**src/rtl/uart_pkg.sv**
```systemverilog
// ---------------------------------------------------------------------------
// uart_pkg
// Shared constants for the UART transmit arbiter slice.
//   - FSM state encodings (legacy 2-bit values kept for compatibility)
//   - default emitter timing (cycles per bit, bits per frame)
//   - small helper for sizing counters
// ---------------------------------------------------------------------------
package uart_pkg;

  localparam logic [1:0] GUARD     = 2'd0;
  localparam logic [1:0] IDLE      = 2'd1;
  localparam logic [1:0] ISSUE     = 2'd2;
  localparam logic [1:0] WAIT_DONE = 2'd3;

  // 27 MHz system clock / 115200 baud
  localparam int unsigned DEFAULT_DELAY_FRAMES = 234;

  // start + 8 data + stop
  localparam int unsigned BITS_PER_FRAME = 10;

  function automatic int unsigned max_u(input int unsigned a, input int unsigned b);
    return (a > b) ? a : b;
  endfunction

endpackage

```
**src/rtl/rr_arbiter.sv**
```systemverilog
// ---------------------------------------------------------------------------
// rr_arbiter
// Combinational round-robin grant. The search starts one past last_grant and
// wraps modulo NUM_REQ; the first set request wins.
// Ports:
//   en          : grant allowed this cycle (no grant when low)
//   req         : request vector
//   last_grant  : index of the most recent winner (pointer held by caller)
//   grant       : one-hot grant
//   grant_idx   : encoded winner index
//   grant_valid : a winner exists
// ---------------------------------------------------------------------------
module rr_arbiter #(
  parameter int unsigned NUM_REQ = 4,
  parameter int unsigned IDX_W   = $clog2(NUM_REQ)
) (
  input  logic               en,
  input  logic [NUM_REQ-1:0] req,
  input  logic [IDX_W-1:0]   last_grant,
  output logic [NUM_REQ-1:0] grant,
  output logic [IDX_W-1:0]   grant_idx,
  output logic               grant_valid
);

  always_comb begin
    int unsigned idx;
    logic [IDX_W-1:0] sel;
    grant       = '0;
    grant_idx   = '0;
    grant_valid = 1'b0;
    idx         = 0;
    sel         = '0;
    for (int unsigned off = 1; off <= NUM_REQ; off++) begin
      idx = (32'(last_grant) + off) % NUM_REQ;
      sel = idx[IDX_W-1:0];
      if (en && !grant_valid && req[sel]) begin
        grant[sel]  = 1'b1;
        grant_idx   = sel;
        grant_valid = 1'b1;
      end
    end
  end

endmodule

```
**src/rtl/uart_tx_arbiter.sv**
```systemverilog
// ---------------------------------------------------------------------------
// uart_tx_arbiter
// Shares one UART emitter among NUM_REQ byte producers, round-robin.
// A won byte is latched and issued as a one-cycle write; the block then waits
// for the emitter ack under a watchdog. After reset or a timeout a guard
// interval lets any frame still in flight in the emitter finish untouched.
// Ports:
//   clk, rst     : clock, asynchronous active-high reset
//   req_valid    : per-requester byte valid
//   req_data     : byte of requester i at [8i+7:8i]
//   req_ready    : one-hot acceptance (transfer on valid & ready)
//   tx_data      : byte to emitter
//   tx_write     : one-cycle write strobe to emitter
//   tx_ack       : emitter done level
//   busy         : high whenever not IDLE
//   grant_id     : requester of the current / last sent byte
//   timeout_err  : sticky watchdog flag, cleared by err_clr
// ---------------------------------------------------------------------------
module uart_tx_arbiter
  import uart_pkg::*;
#(
  parameter int unsigned NUM_REQ        = 4,
  parameter int unsigned DELAY_FRAMES   = DEFAULT_DELAY_FRAMES,
  parameter int unsigned GUARD_CYCLES   = BITS_PER_FRAME * DELAY_FRAMES + 2,
  parameter int unsigned TIMEOUT_CYCLES = (BITS_PER_FRAME + 2) * DELAY_FRAMES
) (
  input  logic                       clk,
  input  logic                       rst,
  input  logic [NUM_REQ-1:0]         req_valid,
  input  logic [8*NUM_REQ-1:0]       req_data,
  output logic [NUM_REQ-1:0]         req_ready,
  output logic [7:0]                 tx_data,
  output logic                       tx_write,
  input  logic                       tx_ack,
  output logic                       busy,
  output logic [$clog2(NUM_REQ)-1:0] grant_id,
  output logic                       timeout_err,
  input  logic                       err_clr
);

  localparam int unsigned IDX_W = $clog2(NUM_REQ);
  localparam int unsigned CW    = $clog2(max_u(GUARD_CYCLES, TIMEOUT_CYCLES) + 1);

  logic [1:0]         state_q, state_d;
  logic [CW-1:0]      cnt_q, cnt_d, cnt_inc;
  logic [7:0]         tx_data_q, tx_data_d;
  logic               tx_write_q, tx_write_d;
  logic [IDX_W-1:0]   grant_id_q, grant_id_d;
  logic [IDX_W-1:0]   last_grant_q, last_grant_d;
  logic               timeout_err_q, timeout_err_d;

  logic [NUM_REQ-1:0] arb_grant;
  logic [IDX_W-1:0]   arb_idx;
  logic               arb_valid;

  rr_arbiter #(
    .NUM_REQ (NUM_REQ),
    .IDX_W   (IDX_W)
  ) u_rr_arbiter (
    .en          (state_q == IDLE),
    .req         (req_valid),
    .last_grant  (last_grant_q),
    .grant       (arb_grant),
    .grant_idx   (arb_idx),
    .grant_valid (arb_valid)
  );

  // Counter saturates rather than wrapping.
  assign cnt_inc = (cnt_q == '1) ? cnt_q : cnt_q + 1'b1;

  always_comb begin
    state_d       = state_q;
    cnt_d         = cnt_q;
    tx_data_d     = tx_data_q;
    tx_write_d    = 1'b0;
    grant_id_d    = grant_id_q;
    last_grant_d  = last_grant_q;
    timeout_err_d = timeout_err_q & ~err_clr;

    case (state_q)
      GUARD: begin
        // tx_ack deliberately ignored: emitter may still be finishing a frame.
        if (cnt_q == CW'(GUARD_CYCLES - 1)) begin
          state_d = IDLE;
          cnt_d   = '0;
        end else begin
          cnt_d = cnt_inc;
        end
      end
      IDLE: begin
        if (arb_valid) begin
          tx_data_d    = req_data[{arb_idx, 3'b000} +: 8];
          grant_id_d   = arb_idx;
          last_grant_d = arb_idx;
          tx_write_d   = 1'b1;   // registered strobe lands in the ISSUE cycle
          state_d      = ISSUE;
        end
      end
      ISSUE: begin
        state_d = WAIT_DONE;
        cnt_d   = '0;
      end
      WAIT_DONE: begin
        // cnt==0 masks a stale ack the emitter has not yet cleared.
        if (cnt_q != '0 && tx_ack) begin
          state_d = IDLE;
          cnt_d   = '0;
        end else if (cnt_q == CW'(TIMEOUT_CYCLES - 1)) begin
          timeout_err_d = 1'b1;  // set wins over a simultaneous err_clr
          state_d       = GUARD;
          cnt_d         = '0;
        end else begin
          cnt_d = cnt_inc;
        end
      end
      default: begin
        state_d = GUARD;
        cnt_d   = '0;
      end
    endcase
  end

  always_ff @(posedge clk or posedge rst) begin
    if (rst) begin
      state_q       <= GUARD;
      cnt_q         <= '0;
      tx_data_q     <= '0;
      tx_write_q    <= 1'b0;
      grant_id_q    <= '0;
      last_grant_q  <= IDX_W'(NUM_REQ - 1);
      timeout_err_q <= 1'b0;
    end else begin
      state_q       <= state_d;
      cnt_q         <= cnt_d;
      tx_data_q     <= tx_data_d;
      tx_write_q    <= tx_write_d;
      grant_id_q    <= grant_id_d;
      last_grant_q  <= last_grant_d;
      timeout_err_q <= timeout_err_d;
    end
  end

  assign req_ready   = arb_grant;
  assign busy        = (state_q != IDLE);
  assign tx_data     = tx_data_q;
  assign tx_write    = tx_write_q;
  assign grant_id    = grant_id_q;
  assign timeout_err = timeout_err_q;

endmodule

```
**config.mk**
```make
export PLATFORM = sky130hd
export DESIGN_NAME = uart_tx_arbiter
export DESIGN_NICKNAME = d
export VERILOG_FILES = /design/src/rtl/uart_pkg.sv /design/src/rtl/rr_arbiter.sv /design/src/rtl/uart_tx_arbiter.sv
export SDC_FILE = /design/constraint.sdc
export NUM_CORES = 1
export LEC_CHECK = 0
export CORE_MARGIN = 2
export CORE_UTILIZATION = 60
export CTS_CLUSTER_DIAMETER = 50
export CTS_CLUSTER_SIZE = 30
export DETAILED_ROUTE_END_ITERATION = 10
export DONT_BUFFER_PORTS = 1
export GPL_TIMING_DRIVEN = 0
export PLACE_DENSITY = 0.81
export SYNTH_ARGS = -nofsm -noshare
export SYNTH_HDL_FRONTEND = slang
export SYNTH_SLANG_ARGS = --single-unit
export TNS_END_PERCENT = 20
```
**constraint.sdc**
```tcl
create_clock -name clk -period 3.94 [get_ports clk]
set_clock_uncertainty 0.2 [all_clocks]
set_input_delay 0.394 -clock clk [delete_from_list [all_inputs] [get_ports clk]]
set_output_delay 0.394 -clock clk [all_outputs]
set_load 0.05 [all_outputs]
```
==> results.tsv, run 1 <==
stage	metric	value	unit
outcome	status	finished with violations	
outcome	failing checks	negative hold slack	
yosys	sequential share of the synthesized area	0.321	
yosys	Distinct cells, synth	58	
critical_path	worst-path fanout max	10	
drt	Starting DRT DRC Count	124	
grt	first-pass GRT wire length	7.92	mm
sta	Slew @ Worst Pin	1.04	ns
sta	Max Clock Freq	264	MHz
layout	most frequent cells in the layout	29 x nand2_1, 26 x dfrtp_1, 22 x mux2i_1	
drt	vias	1770	
yosys	cell count after synthesis	227	
floorplan	std cell rows	21	
clocking	root buffer cell	clkbuf_4	
layout	fin cells	278	
grt	GR Util met2	0.435	
grt	Total GRT Usage	0.241	
sta	Tcrit/Tclk final	0.962	
critical_path	R2R Path End	tx_data[4]	
grt	met1 Use GR	0.311	
clocking	Sink Count	28	
sta	RSZ-0062 raised after global routing	false	
critical_path	critical path class	flop to output port	
placed_design	HPWL after DPL	3.51	mm
placed_design	Cell Area, Placed	2250	µm²
sta	setup TNS	0	ns
critical_path	WP data required	3.35	ns
yosys	Syn Area/Cell	9.65	µm²
floorplan	Core Box Area	3420	µm²
sta	Hold Worst Slack	-0.0203	ns
floorplan	Die Wd	64.4	µm
sta	Final Setup Violations	0	
drt	DRT Pass-1 Iters	5	
drt	routed len/inst	16.9	µm
critical_path	r2r setup slk	0.46	ns
clocking	Reg clk slew, reported paths	0.15	ns
critical_path	critical path depth	9	
yosys	Post-synth EDFFs	0	
drt	post-route ant nets	0	
floorplan	Die Height	64.4	µm
critical_path	r2r startpoint	last_grant_q[0]	
grt	GRT overflow	0	
sta	final worst slack	0.152	ns
yosys	Cell Area, Synth	2190	µm²
critical_path	kind of end point of the critical path	output port	
critical_path	crit path launch type	flop	
grt	largest net degree at the start of global routing	29	
layout	post-layout util	0.682	
grt	vias in the first global route	1732	
critical_path	largest stage delay on the critical path	0.65	ns
critical_path	Buffers & Inverters on Critical Path	3	
placed_design	GPL Wtd Cong	0.768	
placed_design	# port buffers	0	
layout	nets@finish	285	
drt	Via density	6.37	
clocking	CTS buffer count	3	
yosys	Synth Flop Type	dfrtp_1	
placed_design	placed cell count	273	
yosys	YS warnings	0	
sta	Slew Limit Headroom	0.306	
power_and_ir_drop	Tot Pwr	0.515	mW
drt	routed wire length	4.69	mm
critical_path	Crit path max-delay family	flip-flops	
critical_path	CP cell instances	clkbuf_4 > inv_1 > ha_1 > buf_2 > mux2_2 > o2bb2a_4 > a2111oi_4 > nand2_1 > nand2_2	
layout	antenna diode count	0	
floorplan	num ports	57	
clocking	maximum clock path buffer count	2	
floorplan	full die area	4150	µm²
sta	Slew Limit Fails	0	
clocking	H-tree levels	1	
grt	grt peak-use layer	met2	
sta	final hold vios	26	
critical_path	slowest cell on the critical path	dfstp_2	
layout	Finished Cell Area	2330	µm²
critical_path	Crit path arrival time	3.19	ns
grt	initial antenna violation count	0	
clocking	TritonCTS clock tree	done	
floorplan	Initial Util	0.641	
layout	most common cell after layout, fill and taps aside	nand2_1	
min_path	worst hold path type	primary input to asynchronous set/reset pin	
drt	Post-route DRC	0	
placed_design	DP Worst Slack	0.305	ns
power_and_ir_drop	Pwr Density	221	nW/µm²
layout	fraction of layout cells with a size suffix above 1	0.203	
power_and_ir_drop	peak supply drop	0.295	mV
layout	fill count	296	
clocking	Worst-Skew Late Latency	0.33	ns
grt	grt met3 use	0.0174	
yosys	Synth Register Bits	28	
yosys	Post-synth ARST share	1.00	
sta	Final min period	3.79	ns
layout	Synth-to-Final Area Change	6.34	%
yosys	Net Count, Synth	279	
power_and_ir_drop	LEAKAGE	1.15	nW
flow_run	MaxCap Viol Count	0	
critical_path	worst reg2reg path depth	11	
[metal layers]
layer  wire length, µm  vias up
met2              2480       59
met5                 0        -
met1              2000      862
li1                  -      847
met3               175        2
met4                24        0
[flip-flops by register name (all words and copies together), names as in the netlist]
signal	cells
timeout_err	1
grant_id	2
tx_write	1
last_grant_q	2
state_q	2
cnt_q	12
tx_data	8
[power breakdown]
group / total [mW] / switching [mW] / internal (mW)
registers: 0.291 / 0.00297 / 0.288
logic: 0.0320 / 0.0193 / 0.0127
clock network: 0.192 / 0.0890 / 0.103
[cell type report]
cell class	count	area, µm²	share of cell area
plain buffers	11	78.8	0.0339
multi-input cells	174	1370	0.588
flip-flops and latches	28	703	0.302
clock inverters	1	30.0	0.0129
inverters	13	48.8	0.0210
well taps	46	57.6	0.0247
repair buffers	2	17.5	0.00752
clock buffers	3	22.5	0.00967
[cells in the mapped netlist (all sizes together) (3+ instances only)]
library cell	n	share of area
nand2	33	0.057
dfrtp	26	0.30
mux2i	22	0.10
nor2	16	0.035
ha	12	0.069
inv	12	0.021
a21oi	8	0.018
buf	8	0.029
o221ai	8	0.032
o21ai	7	0.016
a222oi	4	0.018
and3	4	0.011
clkbuf	4	0.0080
nand4	4	0.011
xor2	4	0.016
and2	3	0.0097
and3b	3	0.013
nand2b	3	0.0086
nand3	3	0.0091
nor3b	3	0.010
xnor2	3	0.012
[what timing repair did]
| item | in CTS | in global routing |
|---|---|---|
| resized for setup | 4 | 2 |
| hold buffers | 1 | 0 |
| gates cloned | 0 | 0 |
| endpoints found under the hold margin | 1 | 0 |
| setup buffers | 0 | 1 |
| setup endpoints to repair | 4 | 4 |
| pin swaps | 0 | 2 |
[logic make-up after synthesis]
family / Yosys count / share of synthesized area
fa+ha+maj: 12 / 0.0686
flops: 28 / 0.321
xor+xnor: 7 / 0.0280
compound gates: 50 / 0.200
mux: 26 / 0.131
simple gates: 79 / 0.192
buf+inv: 25 / 0.0589
[how the worst max path moves through the flow]
stage | startpoint | end | slack [ns]
floorplan | last_grant_q[0] | req_ready[0] | 0.60
global placement | last_grant_q[0] | req_ready[1] | 0.34
detailed placement | last_grant_q[0] | req_ready[3] | 0.30
CTS | last_grant_q[0] | req_ready[3] | 0.02
global route | last_grant_q[0] | req_ready[3] | 0.01
finish | last_grant_q[0] | req_ready[3] | 0.15
Power figures use the tool's default switching activity.
==> run 2: changes to the inputs <==
--- a/config.mk
+++ b/config.mk
@@ -5,6 +5,7 @@
 export SDC_FILE = /design/constraint.sdc
 export NUM_CORES = 1
 export LEC_CHECK = 0
+export CORE_ASPECT_RATIO = 0.75
 export CORE_MARGIN = 2
 export CORE_UTILIZATION = 60
 export CTS_CLUSTER_DIAMETER = 50
==> run 2 against run 1 <==
  * The run now ends clean
  * Clock power is 17% higher
  * Largest power group unchanged
  * Core utilization is 0.79 points higher
  * Wire length is 1.8% lower
  * Via count is 0.40% lower
  * Hold slack better by 0.077 ns
  * Critical path type unchanged
==> results.tsv, run 2 (synthesized netlist as in run 1, its figures left out) <==
stage	metric	value	unit
layout	post-layout util	0.690	
layout	antenna diode count	0	
floorplan	full die area	4150	µm²
clocking	maximum clock path buffer count	2	
layout	Finished Cell Area	2330	µm²
grt	vias in the first global route	1683	
power_and_ir_drop	Pwr Density	235	nW/µm²
critical_path	kind of end point of the critical path	output port	
drt	routed len/inst	17.0	µm
critical_path	end point of the critical path	req_ready[1]	
drt	Starting DRT DRC Count	176	
power_and_ir_drop	Tot Pwr	0.547	mW
placed_design	# port buffers	0	
critical_path	CP cell instances	clkbuf_4 > inv_1 > ha_1 > buf_2 > mux2_2 > o2bb2a_4 > a2111oi_4 > nand2_1 > nand2_2	
grt	GRT overflow	0	
clocking	TritonCTS clock tree	done	
clocking	Reg clk slew, reported paths	0.10	ns
min_path	worst hold path type	primary input to asynchronous set/reset pin	
layout	fraction of layout cells with a size suffix above 1	0.195	
clocking	root buffer cell	clkbuf_8	
placed_design	HPWL after DPL	3.47	mm
drt	Post-route DRC	0	
clocking	H-tree levels	1	
floorplan	Core Box Area	3380	µm²
critical_path	R2R Path End	tx_data[6]	
critical_path	r2r setup slk	0.47	ns
clocking	post-CTS setup buffers	0	
drt	vias	1763	
floorplan	Die Height	56.3	µm
critical_path	worst-path fanout max	10	
critical_path	critical path class	flop to output port	
layout	fill count	269	
layout	Top reg by flops	cnt_q	
sta	Hold Worst Slack	0.0571	ns
sta	Tcrit/Tclk final	0.964	
sta	Slew Limit Headroom	0.300	
sta	Max Clock Freq	263	MHz
placed_design	Cell Area, Placed	2240	µm²
grt	initial antenna violation count	0	
clocking	Sink Count	28	
layout	Synth-to-Final Area Change	6.40	%
grt	largest net degree at the start of global routing	29	
sta	final hold vios	0	
sta	Slew Limit Fails	0	
drt	post-route ant nets	0	
critical_path	WP data required	3.35	ns
layout	nets@finish	284	
placed_design	GPL Wtd Cong	0.877	
critical_path	largest stage delay on the critical path	0.62	ns
sta	Final Setup Violations	0	
critical_path	worst reg2reg path depth	10	
floorplan	Initial Util	0.648	
sta	setup TNS	0	ns
critical_path	crit path launch type	flop	
layout	Largest register FFs	12	
grt	first-pass GRT wire length	7.94	mm
sta	Slew @ Worst Pin	1.05	ns
power_and_ir_drop	peak supply drop	0.199	mV
critical_path	r2r startpoint	last_grant_q[0]	
drt	Via density	6.51	
clocking	Worst-Skew Late Latency	0.27	ns
clocking	CTS buffer count	3	
floorplan	std cell rows	18	
grt	Total GRT Usage	0.238	
drt	DRT Pass-1 Iters	6	
critical_path	Crit path arrival time	3.20	ns
critical_path	CP Launch Point	last_grant_q[0]	
floorplan	num ports	57	
power_and_ir_drop	LEAKAGE	1.16	nW
sta	RSZ-0062 raised after global routing	false	
outcome	status	complete, no violations	
layout	most common cell after layout, fill and taps aside	nand2_1	
floorplan	Die Wd	73.8	µm
sta	Final min period	3.80	ns
flow_run	MaxCap Viol Count	0	
critical_path	slowest cell on the critical path	dfstp_2	
layout	most frequent cells in the layout	29 x nand2_1, 26 x dfrtp_1, 22 x mux2i_1	
drt	routed wire length	4.60	mm
run 2: changes by cell type in the layout (fill, tap and decap cells not counted), sizes merged:
cell,change
buf,-1
run 2: area by class of cell:
cell class | instances | area (µm²) | area share
Buffer | 11 | 78.8 | 0.0338
Clock buffer | 3 | 41.3 | 0.0177
Clock inverter | 1 | 30.0 | 0.0129
Inverter | 13 | 48.8 | 0.0209
Multi-Input combinational cell | 174 | 1370 | 0.587
Sequential cell | 28 | 703 | 0.302
Tap cell | 40 | 50.0 | 0.0215
Timing Repair Buffer | 1 | 10.0 | 0.00430
run 2: timing repair:
item	in CTS	in global routing
endpoints found under the hold margin	1	0
resized for setup	4	1
endpoints found under the setup margin	4	4
hold buffers	1	0
run 2: how the worst min path moves through the flow:
stage                 start          end
finish                  rst     cnt_q[3]
detailed placement  err_clr  timeout_err
global placement    err_clr  timeout_err
global route            rst     cnt_q[0]
CTS                     rst     cnt_q[2]
floorplan               rst     cnt_q[0]
run 2: power breakdown:
part / leakage (nW) / internal [mW] / switching, mW
registers: 0.361 / 0.288 / 0.00283
clock network: 0.0357 / 0.136 / 0.0886
logic: 0.760 / 0.0127 / 0.0193
run 2: worst max-delay path: cells and delay by family, from the launching register on:
family,cells,cell delay [ns]
AO/OA/AOI/OAI,2,0.66
AND/OR/NAND/NOR,2,0.39
multiplexers,1,0.39
adder cells (fa/ha/maj),1,0.28
flip-flops,1,0.62
buffers and inverters,3,0.58
run 2: metal layers:
layer	share of wire	wire length (µm)	track usage	vias up
met1	0.46	2100	0.349	860
met3	0.063	289	0.0539	2
li1	-	-	-	842
met2	0.48	2200	0.371	59
met5	0	0	0	-
met4	0.0017	8	0.0234	0
run 2: per-stage QoR:
step	setup slack [ns]	std cells
floorplan	0.600	227
global placement	0.335	267
detailed placement	0.302	267
CTS	0.0900	272
global route	0.00606	271
finish	0.143	271
